--- src/rtl/logicnet_input_packer_pkg.sv ---
// Shared types and default thresholds for the LogicNet input packer.
// Each feature quantizes against three thresholds into a 2-bit code.
package logicnet_input_pkg;

   localparam int IN_WIDTH             = 16;
   localparam int BW                   = 2;
   localparam int NUM_FEATURES_DEFAULT = 8;

   typedef logic [BW-1:0]                code_t;
   typedef logic signed [IN_WIDTH-1:0]   sample_t;

   localparam sample_t THRESH_DEFAULT [NUM_FEATURES_DEFAULT][3] = '{
      '{-16'sd100, 16'sd0, 16'sd100},
      '{-16'sd100, 16'sd0, 16'sd100},
      '{-16'sd100, 16'sd0, 16'sd100},
      '{-16'sd100, 16'sd0, 16'sd100},
      '{-16'sd100, 16'sd0, 16'sd100},
      '{-16'sd100, 16'sd0, 16'sd100},
      '{-16'sd100, 16'sd0, 16'sd100},
      '{-16'sd100, 16'sd0, 16'sd100}
   };

   // Wraps the feature index so wider instances reuse the default table.
   function automatic sample_t thresh_default(input int f, input int k);
      return THRESH_DEFAULT[f % NUM_FEATURES_DEFAULT][k];
   endfunction

endpackage

--- src/rtl/logicnet_input_packer_quantizer.sv ---
// feature_quantizer: counts how many of three thresholds a signed sample
// reaches (>=) and returns that count as a 2-bit code.
module feature_quantizer
   import logicnet_input_pkg::*;
(
   input  sample_t i_data,
   input  sample_t i_t0,
   input  sample_t i_t1,
   input  sample_t i_t2,
   output code_t   o_code
);

   // Threshold count; each compare contributes one.
   always_comb begin
      o_code = 2'd0;
      o_code = 2'(i_data >= i_t0) + 2'(i_data >= i_t1) + 2'(i_data >= i_t2);
   end

endmodule

--- src/rtl/logicnet_input_packer.sv ---
// logicnet_input_packer: quantizes a stream of signed features and packs one frame
// into a held output vector. Define LOGICNET_THRESH_WR_EN for writable thresholds.
module logicnet_input_packer
   import logicnet_input_pkg::*;
#(
   parameter int NUM_FEATURES = NUM_FEATURES_DEFAULT
) (
   input  logic                              clk,
   input  logic                              rst_n,
   input  logic                              s_valid,
   output logic                              s_ready,
   input  logic signed [IN_WIDTH-1:0]        s_data,
   input  logic                              s_last,
   output logic                              m_valid,
   input  logic                              m_ready,
   output logic [NUM_FEATURES*BW-1:0]        m_data,
   output logic                              err_frame,
   output logic [15:0]                       frame_cnt
`ifdef LOGICNET_THRESH_WR_EN
   ,
   input  logic                              cfg_we,
   input  logic [$clog2(3*NUM_FEATURES)-1:0] cfg_addr,
   input  logic [IN_WIDTH-1:0]               cfg_data
`endif
);

   localparam int IDX_W = $clog2(NUM_FEATURES);
   localparam int TW    = $clog2(3*NUM_FEATURES);
   localparam int VW    = NUM_FEATURES*BW;
   localparam logic [IDX_W-1:0] LAST_IDX = IDX_W'(NUM_FEATURES-1);

   logic [IDX_W-1:0] r_idx;
   logic [VW-1:0]    r_work;
   logic [VW-1:0]    r_m_data;
   logic             r_m_valid;
   logic             r_err_frame;
   logic [15:0]      r_frame_cnt;

   sample_t          w_thresh [3*NUM_FEATURES];
   sample_t          w_t0, w_t1, w_t2;
   logic [TW-1:0]    w_base;
   code_t            w_code;
   logic             w_at_last, w_accept, w_final, w_err;

`ifdef LOGICNET_THRESH_WR_EN
   sample_t r_thresh [3*NUM_FEATURES];

   // Threshold table; a beat in the same cycle as a write still sees the old value.
   always_ff @(posedge clk or negedge rst_n) begin
      if (!rst_n) begin
         for (int j = 0; j < 3*NUM_FEATURES; j++)
            r_thresh[j] <= thresh_default(j/3, j%3);
      end else if (cfg_we && (int'(cfg_addr) < 3*NUM_FEATURES)) begin
         r_thresh[cfg_addr] <= sample_t'(cfg_data);
      end
   end

   assign w_thresh = r_thresh;
`else
   for (genvar j = 0; j < 3*NUM_FEATURES; j++) begin : g_thresh
      assign w_thresh[j] = thresh_default(j/3, j%3);
   end
`endif

   // Select the three thresholds belonging to the feature being collected.
   always_comb begin
      w_base = TW'(32'd3 * 32'(r_idx));
      w_t0   = w_thresh[w_base];
      w_t1   = w_thresh[w_base + TW'(1)];
      w_t2   = w_thresh[w_base + TW'(2)];
   end

   feature_quantizer u_quant (
      .i_data (s_data),
      .i_t0   (w_t0),
      .i_t1   (w_t1),
      .i_t2   (w_t2),
      .o_code (w_code)
   );

   // Only the final beat can stall, and only while the previous vector is still held.
   assign w_at_last = (r_idx == LAST_IDX);
   assign s_ready   = !(w_at_last && r_m_valid && !m_ready);
   assign w_accept  = s_valid && s_ready;
   assign w_final   = w_accept && w_at_last && s_last;
   assign w_err     = w_accept && (w_at_last != s_last);

   // Frame collection, output hold register and frame counter.
   always_ff @(posedge clk or negedge rst_n) begin
      if (!rst_n) begin
         r_idx       <= '0;
         r_work      <= '0;
         r_m_data    <= '0;
         r_m_valid   <= 1'b0;
         r_err_frame <= 1'b0;
         r_frame_cnt <= 16'd0;
      end else begin
         r_err_frame <= w_err;
         if (w_final) begin
            r_m_data    <= {w_code, r_work[VW-BW-1:0]};
            r_m_valid   <= 1'b1;
            r_frame_cnt <= r_frame_cnt + 16'd1;
         end else if (r_m_valid && m_ready) begin
            r_m_valid   <= 1'b0;
         end
         if (w_final || w_err) begin
            r_idx  <= '0;
            r_work <= '0;
         end else if (w_accept) begin
            r_idx                        <= r_idx + IDX_W'(1);
            r_work[32'(r_idx)*BW +: BW]  <= w_code;
         end
      end
   end

   assign m_valid   = r_m_valid;
   assign m_data    = r_m_data;
   assign err_frame = r_err_frame;
   assign frame_cnt = r_frame_cnt;

endmodule

--- config.mk ---
export PLATFORM = sky130hd
export DESIGN_NAME = logicnet_input_packer
export DESIGN_NICKNAME = d
export VERILOG_FILES = /design/src/rtl/logicnet_input_packer_pkg.sv /design/src/rtl/logicnet_input_packer_quantizer.sv /design/src/rtl/logicnet_input_packer.sv
export SDC_FILE = /design/constraint.sdc
export NUM_CORES = 1
export LEC_CHECK = 0
export ABC_CLOCK_PERIOD_IN_PS = 5100
export CAP_MARGIN = 20
export CORE_AREA = 5 5 94 96
export CTS_BUF_LIST = sky130_fd_sc_hd__clkbuf_4 sky130_fd_sc_hd__clkbuf_8
export CTS_CLUSTER_DIAMETER = 40
export DETAILED_ROUTE_END_ITERATION = 16
export DIE_AREA = 0 0 99 101
export PLACE_DENSITY = 0.77
export REMOVE_ABC_BUFFERS = 1
export SKIP_LAST_GASP = 1
export SYNTH_ARGS = -nofsm -noshare
export SYNTH_HDL_FRONTEND = slang
export SYNTH_SLANG_ARGS = --single-unit
--- constraint.sdc ---
create_clock -name clk -period 5.1 [get_ports clk]
set_clock_uncertainty 0.15 [all_clocks]
set_input_delay 0.51 -clock clk [delete_from_list [all_inputs] [get_ports clk]]
set_output_delay 0.51 -clock clk [all_outputs]
set_load 0.03 [all_outputs]
; Word level (Yosys, flattened, before mapping)
; Memories as Yosys holds them, arrays and structs flattened.
; Index checks and enable logic that the tools add are counted.
; W data, S select, Z words.
[word_totals]
wordCells = 55
in_bits = 21
reg_bits = 53
romBits = 1536
memories = 3
[mem_list]
columns = memory, depth, word_bits, rd, rd_clocked_by_memory_dff, wr, line_no
row1 = (name not given), 32, 16, 1, 0, 0, logicnet_input_packer.sv:70  ; w_t2 = w_thresh[w_base + TW'(2)];
row2 = (name not given), 32, 16, 1, 0, 0, logicnet_input_packer.sv:69  ; w_t1 = w_thresh[w_base + TW'(1)];
row3 = (name not given), 32, 16, 1, 0, 0, logicnet_input_packer.sv:68  ; w_t0 = w_thresh[w_base];
[classes]
bitwise_logic = 3
muxes = 13
eq_ne = 2
reduce_logical = 12
n_mul = 1
n_addsub = 7
n_shift = 2
order_cmp = 6
[ops]
columns = operator, n
row1 = $mux W16, 8
row2 = $ge A16 B16 Y1, 3
row3 = $neg A4 Y34, 1
row4 = $shift A2 B34 Y16 const A, 1
row5 = $shiftx A2 B34 Y16, 1
row6 = $ge A6 B6 Y1 const B, 3
row7 = $not A5 Y6, 3
row8 = $add A16 B1 Y16 const B, 1
row9 = $bwmux W16, 1
row10 = $logic_and A1 B1 Y1, 7
row11 = $mux W3, 2
row12 = $add A5 B1 Y5 const B, 1
row13 = $add A5 B2 Y5 const B, 1
row14 = $mul A2 B3 Y5 const A, 1
row15 = $reduce_bool A2 Y1, 2
row16 = $add A3 B1 Y3 const B, 1
row17 = $eq A3 B3 Y1 const B, 1
row18 = $add A1 B1 Y2, 1
row19 = $add A2 B1 Y2, 1
row20 = $logic_not A1 Y1, 2
row21 = $mux W1, 2
row22 = $logic_or A1 B1 Y1, 1
row23 = $ne A1 B1 Y1, 1

; Depth between registers and ports, before layout
; Gate-level depths: netlist of the first run.
[depth]
word_depth = 13
depth_mapped = 23

; By module
; From an unflattened synthesis of the first run, not the netlist that was laid out.
[hier_totals]
hier_cells = 450
hier_area_um2 = 4247.8
[modules_own_cells]
columns = module, area_each_um2, cells_per_inst, instances, seq_area_each_um2
row1 = logicnet_input_packer, 2987.9, 289, 1, 1276.2
row2 = feature_quantizer, 1260.0, 161, 1, 0.0

; Least setup slack after synthesis of the first run
; OpenSTA, ideal clock, no wires.
[synth_timing]
path_kind = register to register
start = reg r_idx[1]
end = reg r_work[12]
stages_incl_launch_ff = 22
t_arrival_ns = 4.982
setup_slack_ns = -0.110
path_buffers = 0
setup_ns = 0.078
synth_period_minus_slack_ns = 5.210
cell_sequence = dfrtp_1 > ha_1 > fa_1 > ha_1 > nand2_1 > xnor2_1 > xnor2_1 > o22ai_1 > o21ai_0 > o21ai_0 > ha_1 > nor2b_1 > o211ai_1 > a21oi_1 > o21ai_0 > a21oi_1 > o21a_1 > o32ai_1 > fa_1 > nor2b_1 > nand3_1 > a21oi_1
[synth_via]
elab_chain_cells = 13
word_cells_on_any_way = 37
classes_between = add/sub: 5 / mul: 1 / order compare: 3 / eq/ne: 2 / shift: 2 / mux: 9 / bitwise: 3 / reduce/logical: 9 / memory: 3
[synth_lines]
columns = item, line_no
row1 = "start, declared", logicnet_input_packer.sv:32  ; logic [IDX_W-1:0] r_idx;
row2 = "start signal, assigned", logicnet_input_packer.sv:110  ; r_idx <= r_idx + IDX_W'(1);
row3 = $mul A2 B3 Y5, logicnet_input_packer.sv:67  ; w_base = TW'(32'd3 * 32'(r_idx));
row4 = $add A5 B1 Y5, logicnet_input_packer.sv:69
row5 = $not A5 Y6 (implied by the code), logicnet_input_packer.sv:69
row6 = $mem_v2 Z32 W16, n/a
row7 = $mux W16 (implied by the code) (2 in a row), logicnet_input_packer.sv:69
row8 = $ge A16 B16 Y1, logicnet_input_packer_quantizer.sv:16  ; o_code = 2'(i_data >= i_t0) + 2'(i_data >= i_t1) + 2'(i_data >= i_t2);
row9 = $add A1 B1 Y2, logicnet_input_packer_quantizer.sv:16
row10 = $add A2 B1 Y2, logicnet_input_packer_quantizer.sv:16
row11 = $shiftx A2 B34 Y16, logicnet_input_packer.sv:111  ; r_work[32'(r_idx)*BW +: BW] <= w_code;
row12 = $bwmux W16, logicnet_input_packer.sv:111
row13 = $mux W16, logicnet_input_packer.sv:109  ; end else if (w_accept) begin
row14 = $mux W16, logicnet_input_packer.sv:106  ; if (w_final || w_err) begin
row15 = "end signal, assigned by index", logicnet_input_packer.sv:111
row16 = "end, declared", logicnet_input_packer.sv:33  ; logic [VW-1:0] r_work;
; Several ways; a longest one is shown, not always the timed one. The select of a mux whose other input is x is not followed.
; A chain may end at the register's enable or synchronous reset.

; Final worst setup path of the first run
[layout_timing]
start = reg r_idx[0]
end = reg r_work[13]
; The elaborated chain is that of the path after synthesis.

==> results of run 1 <==
[worst max path at each step]
stage / startpoint / slack (ps) / depth (start not counted) / endpoint
after global routing: r_idx[0] / -10 / 21 / r_work[12]
after CTS: r_idx[0] / -5 / 18 / r_work[13]
final: r_idx[0] / 150 / 18 / r_work[13]
after detailed placement: r_idx[0] / -80 / 21 / r_work[0]
after global placement: r_idx[0] / 180 / 21 / r_work[12]
after floorplan: r_idx[0] / -180 / 21 / r_work[12]
[worst reg2reg max path, cell delays in order (launching register included)]
cell,delay [ps]
dfrtp_1,400
ha_2,210
fa_2,620
ha_4,160
nand2_1,80
xnor2_2,270
xnor2_2,180
o22ai_2,100
o21ai_1,120
o21ai_1,100
buf_4,200
ha_1,300
and4_1,210
nand2_1,100
nor4_1,460
o32ai_2,180
fa_1,490
or3_1,400
a21oi_1,160
[layout by cell type (no fill, tap or decap), types with 7 or more instances in the layout]
cell and n:
nand2_1 77, clkdlybuf4s50_1 54, dfrtp_1 51, ha_1 40, nor2_1 34, nand3_1 17, o21ai_0 17, a21oi_1 16
nand4_1 16, buf_4 14, inv_1 13, xnor2_1 11, nor2b_1 8, xor2_1 7
[power by group]
group	switching (uW)	internal [uW]	leakage (uW)	total, uW
clock network	143	148	0.0000548	291
registers	9.23	420	0.000708	429
logic	375	309	0.00130	684
total	528	877	0.00206	1400
[logic make-up (layout without fill, tap and decap cells)]
| kind of cell | Yosys count | in the layout | synth area share, % |
|---|---|---|---|
| and+or+nand+nor | 172 | 172 | 23.0 |
| AOI/OAI and AO/OA | 65 | 65 | 11.1 |
| DFF | 51 | 51 | 36.8 |
| adders and majority gates | 44 | 44 | 16.3 |
| xor gates and xnor gates | 24 | 24 | 7.25 |
| buffers and inverters | 21 | 92 | 2.38 |
| muxes | 10 | 10 | 3.10 |
| other | 1 | 1 | 0.108 |
[layout make-up]
class,instances,area [sq um],area share [%]
Tap cell,105,131,2.96
Inverter,13,48.8,1.10
Clock inverter,3,46.3,1.04
Multi-Input combinational cell,316,2180,49.2
Clock buffer,5,68.8,1.55
Timing Repair Buffer,71,681,15.4
Sequential cell,51,1280,28.8
[timing repair]
action | CTS | global route
hold buffers | 0 | 1
endpoints found under the hold margin | 0 | 16
setup buffers | 1 | 6
setup endpoints to repair | 5 | 16
resized for setup | 2 | 14
pin swaps | 1 | 8
cloned | 0 | 0
[layer usage]
layer | share of wire (%) | wire [um] | up-vias | track usage [%]
met3 | 4.8 | 390 | 4 | 3.04
met1 | 43 | 3470 | 1416 | 20.2
li1 | - | - | 1498 | -
met2 | 52 | 4210 | 76 | 28.9
met5 | 0 | 0 | - | 0
met4 | 0.42 | 34 | 0 | 3.57
[per-stage QoR]
stage	TNS, ps	utilization [%]	cell area, sq um	power (uW)
4_1_cts	-4.63	54.0	4300	1330
2_1_floorplan	-779	-	3440	848
6_report	0	55.6	4430	1400
3_3_place_gp	0	52.3	4170	977
3_5_place_dp	-135	52.3	4170	1010
5_1_grt	-13.6	55.6	4430	1510
[flip-flops by register name (all words and copies together), names as in the netlist]
| name | cells |
|---|---|
| m_valid | 1 |
| m_data | 16 |
| frame_cnt | 16 |
| err_frame | 1 |
| r_idx | 3 |
| r_work | 14 |
==> run_results.csv, run 1 <==
group,metric,value,unit
status,status,"complete, no violations",
die,dieArea,10000,sq um
sta,hold_ws,325,ps
placement,place.gp.congestion,0.807,
placement,port_buffers,55,
clock_network,cts_root_buf,"clkbuf_8",
grt,grt_start_max_net_pins,52,
sta,slew_violations,0,
min_path,min-delay-start,"frame_cnt[15]",
sta,finalWorstSetupSlack,153,ps
setup_path,reg2regPathDepth,18,
placement,dp.cells,547,
placement,dp.final_hpwl,6120,um
die,io_pins,56,
setup_path,reg2reg_from,"r_idx[0]",
pwr,power.density,317,nW/um^2
sta,tightest_slew,896,ps
grt,grt_antenna_before_repair,0,
routing,antenna_left,0,
routing,firstDrtPassIters,4,
sta,finalCriticalPeriod,4950,ps
grt,grt_first_pass_wirelength,13500,um
routing,drc,0,
setup_path,crit_buf_inv,1,
layout,fillCellCount,674,
yosys,synth_edf_count,0,
sta,finalSetupViolCount,0,
placement,place_ws,-76.1,ps
setup_path,rrSetupSlack,150,ps
min_path,holdPathEnd,"frame_cnt[15]",
yosys,synth_area,3470,sq um
routing,vias_per_cell,5.31,
flow_run,drv_cap,0,
die,fp.dieH,101,um
yosys,ys.flop_type,"dfrtp_1",
setup_path,crit_required,5180,ps
yosys,netlist.area_leader.share,36.8,%
yosys,synthTopCellsByArea,"dfrtp_1, ha_1, nand2_1",
die,coreArea,7970,sq um
yosys,yosys_warnings,0,
clock_network,clock_latency,310,ps
setup_path,cp-end-kind,"flip-flop",
routing,drt_first_iter_violations,213,
sta,max_slew_margin,40.2,%
routing,wirelength,8100,um
yosys,postSynth.asyncResetShare,100,%
die,initial_core_util,43.5,%
yosys,ys_seq_elements,51,
layout,synthToLayoutAreaGrowth,27.7,%
pwr,ir_worst_vdd,0.138,mV
setup_path,worst-setup-path-type,"flip-flop to flip-flop",
yosys,netlist_instances,388,
yosys,synth_common_cells,"nand2_1, dfrtp_1, ha_1",
layout,diodes,0,
setup_path,cp_max_fo,7,
routing,wl_per_cell,14.4,um
sta,min_period_over_period,97.0,%
sta,hold_viol,0,
min_path,hold_depth,1,
die,die_w,99,um
yosys,yosysMostFrequentCell,"nand2_1",
layout,finalNetCount,523,
sta,fmax,0.202,GHz
setup_path,cpLargestDelayFamily,"adder cells",
setup_path,crit_slowest_cell,"fa_2",
setup_path,startpoint_type,"flip-flop",
die,rows,33,
clock_network,cts_buffers,5,
layout,drive_gt1_share,10.2,%
setup_path,cp_cell_sequence,"ha_2 > fa_2 > ha_4 > nand2_1 > xnor2_2 > xnor2_2 > o22ai_2 > o21ai_1 > o21ai_1 > buf_4 > ha_1 > and4_1 > nand2_1 > nor4_1 > o32ai_2 > fa_1 > or3_1 > a21oi_1",
clock_network,htreeDepth,2,
clock_network,clk_pin_slew_worst_paths,100,ps
pwr,power_leakage,0.00206,uW
yosys,synth.largest_area_cell,"dfrtp_1",
setup_path,cp.arrival,5030,ps
clock_network,clockBufferDepth,2,
yosys,synth.yosys.seq_area_share,36.8,%
setup_path,reg2reg_to,"r_work[13]",
min_path,hold_class,"flip-flop to flip-flop",
routing,num_vias,2994,
clock_network,clkSinkCount,51,
yosys,yosys.cell_types.count,49,
layout,finalNonFillerCells,564,
setup_path,max_stage_delay,620,ps
grt,grtUsageTotal,16.2,%
grt,grt_overflow_total,0,
clock_network,cts_tree,"built",
yosys,syn_area_per_cell,8.94,sq um
grt,first_global_vias,2967,
Power figures use the tool's default switching activity.
==> inputs of run 2 (changes only) <==
--- a/config.mk
+++ b/config.mk
@@ -6,7 +6,6 @@
 export NUM_CORES = 1
 export LEC_CHECK = 0
 export ABC_CLOCK_PERIOD_IN_PS = 5100
-export CAP_MARGIN = 20
 export CORE_AREA = 5 5 94 96
 export CTS_BUF_LIST = sky130_fd_sc_hd__clkbuf_4 sky130_fd_sc_hd__clkbuf_8
 export CTS_CLUSTER_DIAMETER = 40
==> run 2 against run 1 <==
Compared with the run above: worst setup slack improved by 1.3 ps; global-route usage stayed put; register-to-register slack barely moved; maximum frequency about the same; core utilization down 0.38 points; final area down 0.68%; via count fell by 0.10%; final cell count down 0.35%; sequential share of layout area rose by 0.20 points; critical endpoint unchanged.
==> run_results.csv, run 2 (same netlist as run 1, synthesis figures left out) <==
group,metric,value,unit
placement,place.gp.congestion,0.807,
setup_path,cpLargestDelayFamily,"adder cells",
setup_path,worst-setup-path-type,"flip-flop to flip-flop",
clock_network,clockBufferDepth,2,
routing,antenna_left,0,
clock_network,htreeDepth,2,
die,coreArea,7970,sq um
clock_network,cts_hold_buffers,0,
status,status,"complete, no violations",
setup_path,crit_required,5190,ps
grt,top_usage_layer,"met2",
min_path,hold_class,"input port to asynchronous set/reset pin",
grt,use_met1,20.2,%
setup_path,crit_buf_inv,1,
clock_network,cts_root_buf,"clkbuf_8",
flow_run,drv_cap,0,
setup_path,cp-end-kind,"flip-flop",
layout,final_cell_mix,"nand2_1, clkdlybuf4s50_1, dfrtp_1, ha_1, nor2_1",
layout,synthToLayoutAreaGrowth,26.9,%
sta,max_slew_margin,25.9,%
sta,tightest_slew,1110,ps
routing,wirelength,8050,um
clock_network,clkSinkCount,51,
layout,finalNetCount,521,
sta,finalSetupViolCount,0,
die,rows,33,
die,fp.dieH,101,um
sta,finalCriticalPeriod,4950,ps
grt,first_global_vias,2967,
clock_network,cts_tree,"built",
sta,fmax,0.202,GHz
grt,grt_antenna_before_repair,0,
die,dieArea,10000,sq um
grt,use_met2,28.9,%
die,io_pins,56,
clock_network,clk_pin_slew_worst_paths,100,ps
setup_path,rrSetupSlack,150,ps
routing,wl_per_cell,14.3,um
grt,grt_start_max_net_pins,52,
setup_path,cp.arrival,5040,ps
clock_network,clock_latency,310,ps
sta,slew_violations,0,
sta,hold_viol,0,
routing,drt_first_iter_violations,216,
placement,dp.final_hpwl,6120,um
grt,grt_first_pass_wirelength,13500,um
layout,drive_gt1_share,10.1,%
sta,min_period_over_period,97.0,%
layout,diodes,0,
sta,hold_ws,254,ps
setup_path,reg2regPathDepth,18,
routing,firstDrtPassIters,5,
pwr,ir_worst_vdd,0.138,mV
layout,multi_input_area,2180,sq um
setup_path,startpoint_type,"flip-flop",
placement,port_buffers,55,
setup_path,cp_max_fo,7,
die,initial_core_util,43.5,%
layout,layout_commonest_cell,"nand2_1",
routing,drc,0,
pwr,power.total,1400,uW
pwr,power.density,319,nW/um^2
clock_network,cts_buffers,5,
layout,fillCellCount,678,
grt,grtUsageMet3,3.04,%
layout,seq_area,1280,sq um
setup_path,cp_cell_sequence,"ha_2 > fa_2 > ha_4 > nand2_1 > xnor2_2 > xnor2_2 > o22ai_2 > o21ai_1 > o21ai_1 > buf_4 > ha_1 > and4_1 > nand2_1 > nor4_1 > o32ai_2 > fa_1 > or3_1 > a21oi_1",
routing,vias_per_cell,5.32,
setup_path,reg2reg_from,"r_idx[0]",
die,die_w,99,um
setup_path,max_stage_delay,620,ps
pwr,power_leakage,0.00205,uW
grt,grtUsageTotal,16.2,%
routing,num_vias,2991,
setup_path,reg2reg_to,"r_work[13]",
grt,grt_overflow_total,0,
setup_path,crit_slowest_cell,"fa_2",
==> run 2: changes by cell type in the layout (fill, tap and decap cells not counted) <==
| cell | previous run | this run |
|---|---|---|
| buf_12 | 1 | 0 |
| dlygate4sd3_1 | 1 | 0 |
==> run 2: cell type report <==
type                    count  share of cell area (%)
well taps                 105                    2.98
inverters                  13                    1.11
clock buffers               5                    1.56
clock inverters             3                    1.05
multi-input cells         316                    49.5
flip-flops and latches     51                    29.0
repair buffers             69                    14.8
==> run 2: what timing repair did <==
item / in CTS / in global routing
setup endpoints to repair: 5 / 16
resized for setup: 2 / 14
buffers inserted: 1 / 6
pin swaps: 1 / 8
==> run 2: worst max-delay path by stage <==
stage                     startpoint          to  cells past startpoint
final                       r_idx[0]  r_work[13]                     18
after global routing        r_idx[0]  r_work[12]                     21
after CTS                   r_idx[0]  r_work[13]                     18
after detailed placement    r_idx[0]   r_work[0]                     21
after global placement      r_idx[0]  r_work[12]                     21
after floorplan             r_idx[0]  r_work[12]                     21
==> run 2: stage by stage <==
stage / setup TNS [ps] / setup WS [ps] / std cells / utilization, % / cell area [sq um]
after CTS: -4.63 / -4.63 / 556 / 54.0 / 4300
after global placement: 0 / 182 / 547 / 52.3 / 4170
final: 0 / 154 / 562 / 55.2 / 4400
after detailed placement: -135 / -76.1 / 547 / 52.3 / 4170
after global routing: -13.6 / -13.6 / 562 / 55.2 / 4400
after floorplan: -779 / -176 / 380 / - / 3440
==> run 2: metal layers <==
layer  wire (um)  share of wire (%)
met5           0                  0
met4          50               0.62
met3         377                4.7
met2        4130                 51
met1        3490                 43
==> run 2: power breakdown <==
part / leakage, uW / switching, uW / internal [uW]
Sequential: 0.000708 / 9.32 / 420
Combinational: 0.00129 / 373 / 307
Clock: 0.0000548 / 146 / 148
==> inputs of run 3 (changes only) <==
--- a/config.mk
+++ b/config.mk
@@ -6,12 +6,13 @@
 export NUM_CORES = 1
 export LEC_CHECK = 0
 export ABC_CLOCK_PERIOD_IN_PS = 5100
-export CORE_AREA = 5 5 94 96
+export CORE_AREA = 5 5 131 71
 export CTS_BUF_LIST = sky130_fd_sc_hd__clkbuf_4 sky130_fd_sc_hd__clkbuf_8
 export CTS_CLUSTER_DIAMETER = 40
 export DETAILED_ROUTE_END_ITERATION = 16
-export DIE_AREA = 0 0 99 101
-export PLACE_DENSITY = 0.77
+export DIE_AREA = 0 0 136 76
+export GPL_TIMING_DRIVEN = 1
+export PLACE_DENSITY = 0.69
 export REMOVE_ABC_BUFFERS = 1
 export SKIP_LAST_GASP = 1
 export SYNTH_ARGS = -nofsm -noshare
==> run 3 against run 2 <==
Compared with the run above: worst setup slack better by 89 ps; sequential cell count did not move; power decreased by 2.4%; largest power group unchanged.
==> run_results.csv, run 3 (same netlist as run 1, synthesis figures left out) <==
group,metric,value,unit
routing,num_vias,2901,
layout,drive_gt1_share,9.45,%
setup_path,rrSetupSlack,240,ps
routing,wl_per_cell,14.3,um
setup_path,reg2regPathDepth,22,
pwr,switchingPower,508,uW
setup_path,crit_slowest_cell,"fa_2",
layout,diodes,0,
sta,slew_violations,0,
grt,grt_antenna_before_repair,0,
setup_path,max_stage_delay,530,ps
layout,design_area,4390,sq um
grt,first_global_vias,2730,
routing,firstDrtPassIters,4,
placement,dp.final_hpwl,6390,um
die,die_w,136,um
die,dieArea,10300,sq um
pwr,clkPwrFrac,20.6,%
sta,finalCriticalPeriod,4860,ps
setup_path,worst-setup-path-type,"flip-flop to flip-flop",
clock_network,cts_tree,"built",
setup_path,reg2reg_to,"r_work[0]",
clock_network,htreeDepth,2,
clock_network,cts_hold_buffers,0,
setup_path,cp_max_fo,6,
die,io_pins,56,
clock_network,clock_latency,310,ps
grt,grt_start_max_net_pins,52,
setup_path,cp_common_cell,"nand2_1",
die,rows,24,
clock_network,clockBufferDepth,2,
clock_network,cts_buffers,5,
die,coreArea,8200,sq um
sta,hold_viol,0,
pwr,swShare,37.1,%
grt,grtUsageTotal,16.2,%
layout,finalNetCount,520,
sta,min_period_over_period,95.2,%
sta,tightest_slew,699,ps
clock_network,cts_root_buf,"clkbuf_8",
pwr,power_leakage,0.00205,uW
grt,grt_overflow_total,0,
routing,antenna_left,0,
status,status,"complete, no violations",
setup_path,reg2reg_from,"r_idx[1]",
pwr,power.density,312,nW/um^2
clock_network,clkSinkCount,51,
layout,finalNonFillerCells,572,
sta,tns,0,ps
setup_path,cp-end-kind,"flip-flop",
sta,fmax,0.206,GHz
pwr,ir_worst_vdd,0.178,mV
placement,port_buffers,55,
min_path,hold_class,"input port to asynchronous set/reset pin",
placement,place.gp.congestion,0.854,
pwr,p_int,862,uW
routing,vias_per_cell,5.07,
placement,dp.cells,562,
clock_network,clk_pin_slew_worst_paths,90,ps
die,initial_core_util,42.3,%
setup_path,crit_required,5180,ps
routing,drt_first_iter_violations,209,
setup_path,cp_cell_sequence,"ha_2 > fa_1 > ha_2 > nand2_1 > xnor2_2 > buf_4 > nand2_1 > o22ai_1 > o21ai_1 > o21ai_2 > ha_1 > nor2b_1 > o211ai_1 > a21oi_1 > o21ai_1 > a21oi_1 > o21a_1 > o32ai_2 > fa_2 > inv_1 > nand2_1 > o21ai_0",
setup_path,cp.arrival,4940,ps
layout,layout_commonest_cell,"nand2_1",
sta,max_slew_margin,53.3,%
layout,synthToLayoutAreaGrowth,26.6,%
routing,drc,0,
layout,final_cell_mix,"nand2_1, clkdlybuf4s50_1, dfrtp_1, ha_1, nor2_1",
setup_path,startpoint_type,"flip-flop",
die,fp.dieH,76,um
pwr,combPwrFrac,47.9,%
routing,wirelength,8180,um
grt,grt_first_pass_wirelength,13800,um
pwr,power.share.sequential,31.5,%
placement,place_area,4200,sq um
flow_run,drv_cap,0,
sta,finalSetupViolCount,0,
sta,hold_ws,144,ps
## run 3: cell type report
| class | count | area, sq um |
|---|---|---|
| Clock buffer | 6 | 76.3 |
| Multi-Input combinational cell | 316 | 2160 |
| Tap cell | 117 | 146 |
| Inverter | 13 | 48.8 |
| Timing Repair Buffer | 68 | 651 |
| Sequential cell | 51 | 1280 |
| Fill cell | 750 | 3800 |
| Clock inverter | 1 | 30.0 |
## run 3: power by group through the flow
stage          Combinational (uW)  Clock (uW)  Sequential, uW
5_1_grt                       730         302             435
2_1_floorplan                 401           0             447
3_3_place_gp                  552           0             439
4_1_cts                       592         286             432
6_report                      656         282             432
3_5_place_dp                  579           0             440
## run 3: through the flow
| step | utilization [%] | power (uW) | worst slack, ps |
|---|---|---|---|
| floorplan | - | 848 | -176 |
| global placement | 51.3 | 991 | 245 |
| detailed placement | 51.3 | 1020 | 44.7 |
| CTS | 52.7 | 1310 | 39.2 |
| global route | 53.6 | 1470 | -20.9 |
| finish | 53.6 | 1370 | 243 |
## run 3: critical path, delay by kind of cell (launching register included)
kind | cells | cell delay [ps]
AO/OA/AOI/OAI | 10 | 1510
flip-flops | 1 | 460
buffers and inverters | 2 | 280
XOR/XNOR | 1 | 230
AND/OR/NAND/NOR | 4 | 380
adder cells (fa/ha/maj) | 5 | 1760
## run 3: timing repair
action | CTS | global route
gates cloned | 0 | 1
pin swaps | 1 | 3
gates resized for setup | 1 | 14
setup buffers | 0 | 2
endpoints found under the setup margin | 1 | 15
## run 3: how the worst max path moves through the flow
stage                     startpoint  cells past startpoint    endpoint
after global placement      r_idx[1]                     21  r_work[12]
after detailed placement    r_idx[1]                     20  r_work[12]
after global routing        r_idx[1]                     22   r_work[8]
final                       r_idx[1]                     22   r_work[0]
after floorplan             r_idx[0]                     21  r_work[12]
after CTS                   r_idx[1]                     20  r_work[12]
## run 3: metal layers
layer  track usage [%]  up-vias  part of all wire, %
met1              25.4     1341                   53
met2              22.5       64                   41
met5                 0        -                    0
li1                  -     1489                    -
met4              3.02        0                 0.81
met3              4.02        7                  5.6
